--- src/rtl/led_pkg.sv ---
// Shared definitions for the LED pattern engine: mode codes, FSM states,
// mode decode and the chase-position search.
package led_pkg;

    localparam logic [3:0] MODE_MANUAL = 4'd0;
    localparam logic [3:0] MODE_BLINK  = 4'd1;
    localparam logic [3:0] MODE_CHASE  = 4'd2;
    localparam logic [3:0] MODE_DIM    = 4'd3;

    typedef enum logic [2:0] {
        ST_OFF,
        ST_MANUAL,
        ST_BLINK,
        ST_CHASE,
        ST_DIM,
        ST_FAULT
    } led_state_t;

    // Map a mode register value to its FSM state; unknown codes fault.
    function automatic led_state_t decode_mode(input logic [3:0] mode);
        led_state_t st;
        case (mode)
            MODE_MANUAL: st = ST_MANUAL;
            MODE_BLINK:  st = ST_BLINK;
            MODE_CHASE:  st = ST_CHASE;
            MODE_DIM:    st = ST_DIM;
            default:     st = ST_FAULT;
        endcase
        return st;
    endfunction

    // Next set bit of mask above pos, wrapping 3->0. The last probe is pos
    // itself, so a single-bit mask lands on that bit; an empty mask holds pos.
    function automatic logic [1:0] chase_next(input logic [1:0] pos,
                                              input logic [3:0] mask);
        logic [1:0] res;
        logic [1:0] idx;
        logic       found;
        res   = pos;
        found = 1'b0;
        for (int unsigned i = 1; i <= 4; i++) begin
            idx = pos + 2'(i);
            if (!found && mask[idx]) begin
                res   = idx;
                found = 1'b1;
            end
        end
        return res;
    endfunction

endpackage

--- src/rtl/led_tick_gen.sv ---
// Pattern-tick prescaler: counts 0..TICK_DIV-1 and flags the last count.
module led_tick_gen #(
    parameter int unsigned TICK_DIV = 36000000
) (
    input  logic clk,
    input  logic rst,
    input  logic clear,
    input  logic run,
    output logic tick
);

    localparam int unsigned CW = $clog2(TICK_DIV);
    localparam logic [CW-1:0] LAST = CW'(TICK_DIV - 1);

    logic [CW-1:0] cnt;

    // Free-running count while run; cleared on request or when stopped.
    always_ff @(posedge clk) begin
        if (!rst) begin
            cnt <= '0;
        end else if (clear || !run || cnt == LAST) begin
            cnt <= '0;
        end else begin
            cnt <= cnt + CW'(1);
        end
    end

    assign tick = (cnt == LAST);

endmodule

--- src/rtl/led_pattern_engine.sv ---
// LED pattern engine: manual, blink, chase and PWM-dim patterns on four
// LEDs, with an illegal-mode fault state and a shared tick prescaler.
module led_pattern_engine
    import led_pkg::*;
#(
    parameter int unsigned TICK_DIV = 36000000,
    parameter int unsigned PWM_BITS = 4
) (
    input  logic       clk,
    input  logic       rst,
    input  logic       enable_i,
    input  logic [3:0] led_out_i,
    input  logic [3:0] led_mode_i,
    output logic [3:0] led_drive_o,
    output logic       tick_o,
    output logic       mode_err_o
);

    localparam int unsigned CMPW = (PWM_BITS > 4) ? PWM_BITS : 4;

    led_state_t          state;
    led_state_t          nxt_state;
    logic                change;
    logic                tick;
    logic                phase;
    logic                phase_n;
    logic [1:0]          pos;
    logic [1:0]          pos_n;
    logic [PWM_BITS-1:0] pwm;
    logic [PWM_BITS-1:0] pwm_n;
    logic [CMPW-1:0]     pwm_ext;
    logic [CMPW-1:0]     duty_ext;
    logic [3:0]          drive_n;

    led_tick_gen #(
        .TICK_DIV (TICK_DIV)
    ) u_tick (
        .clk   (clk),
        .rst   (rst),
        .clear (change),
        .run   (nxt_state != ST_OFF),
        .tick  (tick)
    );

    assign tick_o = tick;

    // Next state, next pattern counters and the LED value they imply.
    // Outputs are derived from the next-cycle values so the registered drive
    // lines up with the state entered on the same edge; a state change
    // overrides any tick arriving in the same cycle.
    always_comb begin
        nxt_state = enable_i ? decode_mode(led_mode_i) : ST_OFF;
        change    = (nxt_state != state);
        phase_n   = phase;
        pos_n     = pos;
        pwm_n     = pwm;
        if (change || nxt_state == ST_OFF) begin
            phase_n = 1'b1;
            pos_n   = 2'd0;
            pwm_n   = '0;
        end else begin
            case (nxt_state)
                ST_BLINK: if (tick) phase_n = ~phase;
                ST_CHASE: if (tick) pos_n = chase_next(pos, led_out_i);
                ST_DIM:   pwm_n = pwm + PWM_BITS'(1);
                default:  ;
            endcase
        end

        pwm_ext  = CMPW'(pwm_n);
        duty_ext = CMPW'(led_out_i);
        drive_n  = '0;
        case (nxt_state)
            ST_MANUAL: drive_n = led_out_i;
            ST_BLINK:  drive_n = led_out_i & {4{phase_n}};
            ST_CHASE:  drive_n = led_out_i & (4'b0001 << pos_n);
            ST_DIM:    drive_n = (pwm_ext < duty_ext) ? '1 : '0;
            default:   drive_n = '0;
        endcase
    end

    // Mode FSM with its pattern counters and registered LED/error outputs.
    always_ff @(posedge clk) begin
        if (!rst) begin
            state       <= ST_OFF;
            phase       <= 1'b1;
            pos         <= 2'd0;
            pwm         <= '0;
            led_drive_o <= '0;
            mode_err_o  <= 1'b0;
        end else begin
            state       <= nxt_state;
            phase       <= phase_n;
            pos         <= pos_n;
            pwm         <= pwm_n;
            led_drive_o <= drive_n;
            mode_err_o  <= (nxt_state == ST_FAULT);
        end
    end

endmodule

--- config.mk ---
export PLATFORM = sky130hd
export DESIGN_NAME = led_pattern_engine
export DESIGN_NICKNAME = d
export VERILOG_FILES = /design/src/rtl/led_pkg.sv /design/src/rtl/led_tick_gen.sv /design/src/rtl/led_pattern_engine.sv
export SDC_FILE = /design/constraint.sdc
export NUM_CORES = 1
export LEC_CHECK = 0
export CORE_ASPECT_RATIO = 0.75
export CORE_MARGIN = 2
export CORE_UTILIZATION = 50
export CTS_BUF_LIST = sky130_fd_sc_hd__clkbuf_8
export DETAILED_ROUTE_END_ITERATION = 8
export GPL_ROUTABILITY_DRIVEN = 0
export PLACE_DENSITY = 0.79
export SLEW_MARGIN = 20
export SYNTH_ARGS = -nofsm -noshare
export SYNTH_HDL_FRONTEND = slang
export SYNTH_SLANG_ARGS = --single-unit
--- constraint.sdc ---
create_clock -name clk -period 3.8 [get_ports clk]
set_input_delay 1.14 -clock clk [delete_from_list [all_inputs] [get_ports clk]]
set_output_delay 1.14 -clock clk [all_outputs]
set_load 0.1 [all_outputs]
After elaboration in Yosys (flattened, before gate mapping)
Index checks and enable logic that the tools add are counted. Widths: inputs -> output; s select.

Eq/ne operators: 10. Reductions and logical operators: 14. Multipliers: 0. Add/sub/neg operators: 5. Bitwise operators: 4. Divide/modulo/power cells: 0. Shift operators: 1. Multiplexer cells: 36. Magnitude comparators: 5.

Operators with widths (count): $add 26x1->26 const B (1); $eq 26x26->1 const B (1); $mux 1 (19); $pmux 4 s4 (1); $mux 2 (7); $lt 2x3->1 const B (4); $mux 4 (3); $pmux 3 s4 (1); $and 4x4->4 (2); $bmux 1 s2 (4); $eq 4x2->1 const B (2); $eq 3x2->1 const B (2); $eq 3x3->1 const B (2); $add 2x2->2 const B (2); $add 4x1->4 const B (1); $eq 4x1->1 const B (1); $logic_not 1->1 (4); $logic_not 4->1 (1); $lt 4x4->1 (1); $shl 1x2->4 const A (1); $eq 3x1->1 const B (1); $logic_and 1x1->1 (3); $logic_not 3->1 (1); $logic_or 1x1->1 (3); other kinds (6) (7).

Memory bits (read-only): 0. Output and inout bits: 6. Input port bits: 11. Memories kept: 0. Bits in registers: 41. Word-level logic and storage cells: 82. RAM bits: 0. Latch bits: 0.

Depth between registers and ports, before layout
Depth in word-level cells: 28. Gate-level depth with buffers: 11. Mapped depth without buffers: 9.

Hierarchy
Synthesis repeated with hierarchy kept, for this count alone.

Cells, all modules: 309. Area, all modules: 2658.8 um^2.

By module, submodules not included: led_tick_gen (times used 1, cells an instance 156, area each 1453.9 um^2); led_pattern_engine (times used 1, cells an instance 153, area each 1204.9 um^2).

Worst setup path before layout
OpenSTA, ideal clock, no wires.

Path kind: input to register. Start point: input port led_mode_i[1]. End point: register led_drive_o[2]. Path buffers: 1. Path slack: 0.516 ns. Data required time: 3.705 ns. Library setup time: 0.095 ns. Arrival time: 3.189 ns. Cell stages on the path: 10. Cells stage by stage: buf_2 > or4_1 > o221a_2 > a21oi_4 > nor2b_1 > ha_1 > a21o_1 > a31oi_1 > o211ai_1 > o311ai_1.

Cells in the longest elaborated chain, start to end: 9. Elaborated cells on any way between the ends: 25. Those cells by class: order compare: 1; eq/ne: 8; shift: 1; mux: 10; bitwise: 2; reduce/logical: 3.

RTL lines: start: declaration (line led_pattern_engine.sv:13) `input logic [3:0] led_mode_i,`; $eq 4x2->1, or another cell as far along (line led_pkg.sv:22) `case (mode)`; $pmux 3 s4 * (line led_pkg.sv:22); $mux 3 * (line led_pattern_engine.sv:52) `nxt_state = enable_i ? decode_mode(led_mode_i) : ST_OFF;`; $eq 3x3->1, or another cell as far along (line led_pattern_engine.sv:62) `case (nxt_state)`; $mux 4 or $logic_or 1x1->1 (tied branches) (line led_pattern_engine.sv:62, led_pattern_engine.sv:57); $mux 4 * (line led_pattern_engine.sv:57) `if (change || nxt_state == ST_OFF) begin`; named net pwm_ext[1] (line led_pattern_engine.sv:31) `logic [CMPW-1:0] pwm_ext;`; $lt 4x4->1 * (line led_pattern_engine.sv:77) `ST_DIM: drive_n = (pwm_ext < duty_ext) ? '1 : '0;`; $mux 4 * (line led_pattern_engine.sv:77); $pmux 4 s4 * (line led_pattern_engine.sv:73) `case (nxt_state)`; end signal: assignment (line led_pattern_engine.sv:96) `led_drive_o <= drive_n;`; end: declaration (line led_pattern_engine.sv:14) `output logic [3:0] led_drive_o,`.

The timed path passes the listed nets; every way through them passes the cells marked *. A chain may end at the register's enable or synchronous reset.

Worst setup path in the final report
Start point: input port led_mode_i[3]. End point: register led_drive_o[2].

The elaborated chain is that of the path after synthesis.

==> out/results.txt <==
worst-case vdd ir drop: 0.2793 mV
largest cells by area after synthesis: dfxtp_1 (37%), nor2_1 (6.5%), xor2_1 (6.3%)
All-Layer GR Usage: 20.89%
dpl ws: 0.06600 ns
ys flop type: dfxtp_1
CP Class: in2reg
Worst EP required: 4.01 ns
critical path arrival: 3.65 ns
Die ar.: 4975 sq um
CTS Root Cell: clkbuf_8
port buffer count: 16
fin. max-slew vios: 0
Final Cycle Share: 90.35%
vias per cell: 5.577
row count: 20
Worst-path clk slew: 0.08 ns
Starting Density: 53.22%
Layout fillers: 363
nets@finish: 296
CP peak stage delay: 0.53 ns
crit path capture type: flop
routed wire length: 4471 um
clk_lat worst skew: 0.30 ns
Post-CTS Setup Inserts: 0
post-synth top area share: 37.13%
status: finished, final reports clean
share of cells above drive strength 1: 12.10%
cell taking the most area after synthesis: dfxtp_1
DR WL/cell: 13.31 um
final setup vio count: 0
CTS Hold Bufs: 0
clock buffer count from CTS: 5
Remaining Overflow, GRT: 0
DRT iter0 DRCs: 99
slowest CP cell: or4_1
Die Span Y: 61.59 um
synthesized flop and latch total: 41
HP Class: reg2reg
leading cell types in the layout, fill and taps excluded: dfxtp_1 (41), nor2_1 (38), nand3_1 (19)
drc violations: 0
startpoint types: input port
global-route wire length before repair: 7776 um
CTS max path bufs: 2
cell family with most CP delay: compound AO/OA/AOI/OAI gates
Vias: 1874
crit path max fanout: 5
Least-Margin Pin Slew: 0.9576 ns
Post-Syn Area: 2211 sq um
Post-synth ARST share: 0%
Hold Vio Cnt, Final: 0
H-Tree Depth: 2
Post-synth EDFFs: 0
Die X: 80.79 um
WP buf/inv: 1
count of cell types in the netlist: 52
largest net degree at the start of global routing: 27
Finished Layout Cells: 336
io pins: 17
area grow syn2layout: 16.98%
syn nets: 273
Rel. slew slack: 35.96%
yosys warns: 0
commonest non-fill, non-tap cell in the layout: dfxtp_1
DP HPWL: 3246 um
Sum Neg Setup Slack: 0 ns
Tmin final: 3.433 ns
Cell Chain, Critical Path: clkdlybuf4s50_1, or4_1, o221a_2, a21oi_4, nor2b_1, ha_1, a21o_1, a31oi_1, o211ai_1, o311ai_1
clk_skew: 0.007121 ns
number of antenna violations at the first check in global routing: 0
final worst-path setup slack: 0.3667 ns
post-CTS resize count: 0
Clock Sinks: 41
RSZ-0062 raised after global routing: no
Syn Inst Count: 257
maxcap violations: 0
antenna cells: 0
power per cell area: 358.4 nW/um^2
first drt pass iteration count: 5
antenna viol nets, final: 0
register area share after synthesis: 37.13%
Core Box Area: 4154 sq um
placed cells: 328
CTS tree: built
Leakage Power: 0.0009246 uW
Power Total: 926.9 uW
number of global-route vias before repair: 1697
syn avg cell area: 8.603 sq um
fmax: 291.3 MHz
==> worst paths after layout <==
| check | depth (start not counted) | slack, ns | to | startpoint |
|---|---|---|---|---|
| setup / recovery | 10 | 0.37 | led_drive_o[2] | led_mode_i[3] |
| hold / removal | 1 | 0.46 | u_tick.cnt[0] | u_tick.cnt[0] |
| setup reg to reg | 9 | 1.38 | led_drive_o[2] | state[2] |
| hold reg to reg | 1 | 0.46 | u_tick.cnt[0] | u_tick.cnt[0] |
==> metal layers <==
metal,up-vias,track usage (%),wire length (um),share of wire (%)
met2,40,30.12,1781,40
li1,970,-,-,-
met5,-,0,0,0
met3,9,4.545,229,5.1
met4,0,11.38,96,2.1
met1,855,29.39,2363,53
==> synthesized netlist by cell type (6+ instances only) <==
| cell | n |
|---|---|
| and3_1 | 11 |
| nand3_1 | 19 |
| nor2_1 | 38 |
| nand2_1 | 11 |
| nand4_1 | 10 |
| xor2_1 | 16 |
| xnor2_1 | 14 |
| a21oi_1 | 6 |
| dfxtp_1 | 41 |
| inv_1 | 8 |
| nor3_1 | 6 |
==> power breakdown <==
part	internal [uW]	leakage (uW)	switching (uW)
logic	28.0	0.000525	40.1
registers	432	0.000331	2.04
clock network	264	0.0000687	160
==> area by class of cell <==
class | instances | area, sq um | share of cell area (%)
flip-flops and latches | 41 | 820.8 | 31.74
well taps | 55 | 68.82 | 2.661
clock inverters | 3 | 68.82 | 2.661
repair buffers | 23 | 200.2 | 7.741
multi-input cells | 200 | 1320 | 51.04
clock buffers | 5 | 68.82 | 2.661
inverters | 9 | 38.79 | 1.500
==> sequential cells by signal, summed over array words and instances, names as in the netlist <==
| name | cells |
|---|---|
| pwm | 4 |
| mode_err_o | 1 |
| u_tick.cnt | 26 |
| phase | 1 |
| led_drive_o | 4 |
| state | 3 |
| pos | 2 |
==> metrics by stage <==
stage                     cell area, sq um  hold WS (ns)  utilization [%]
after floorplan                       2211        0.4175                -
after global placement                2449        0.4351            58.95
after detailed placement              2449        0.4472            58.95
after CTS                             2586        0.4604            62.26
after global routing                  2586        0.4699            62.26
final                                 2586        0.4606            62.26
==> cells by family (layout without fill, tap and decap cells) <==
kind of cell               count (synthesis)  in the layout  synth area share (%)
AOI/OAI and AO/OA                         29             29                 9.961
xor gates and xnor gates                  30             30                 11.88
adders and majority gates                  5              5                 2.830
buffers and inverters                     16             40                 3.169
DFF                                       41             41                 37.13
muxes                                      5              5                 2.377
and+or+nand+nor                          131            131                 32.66
Power figures use the tool's default switching activity.
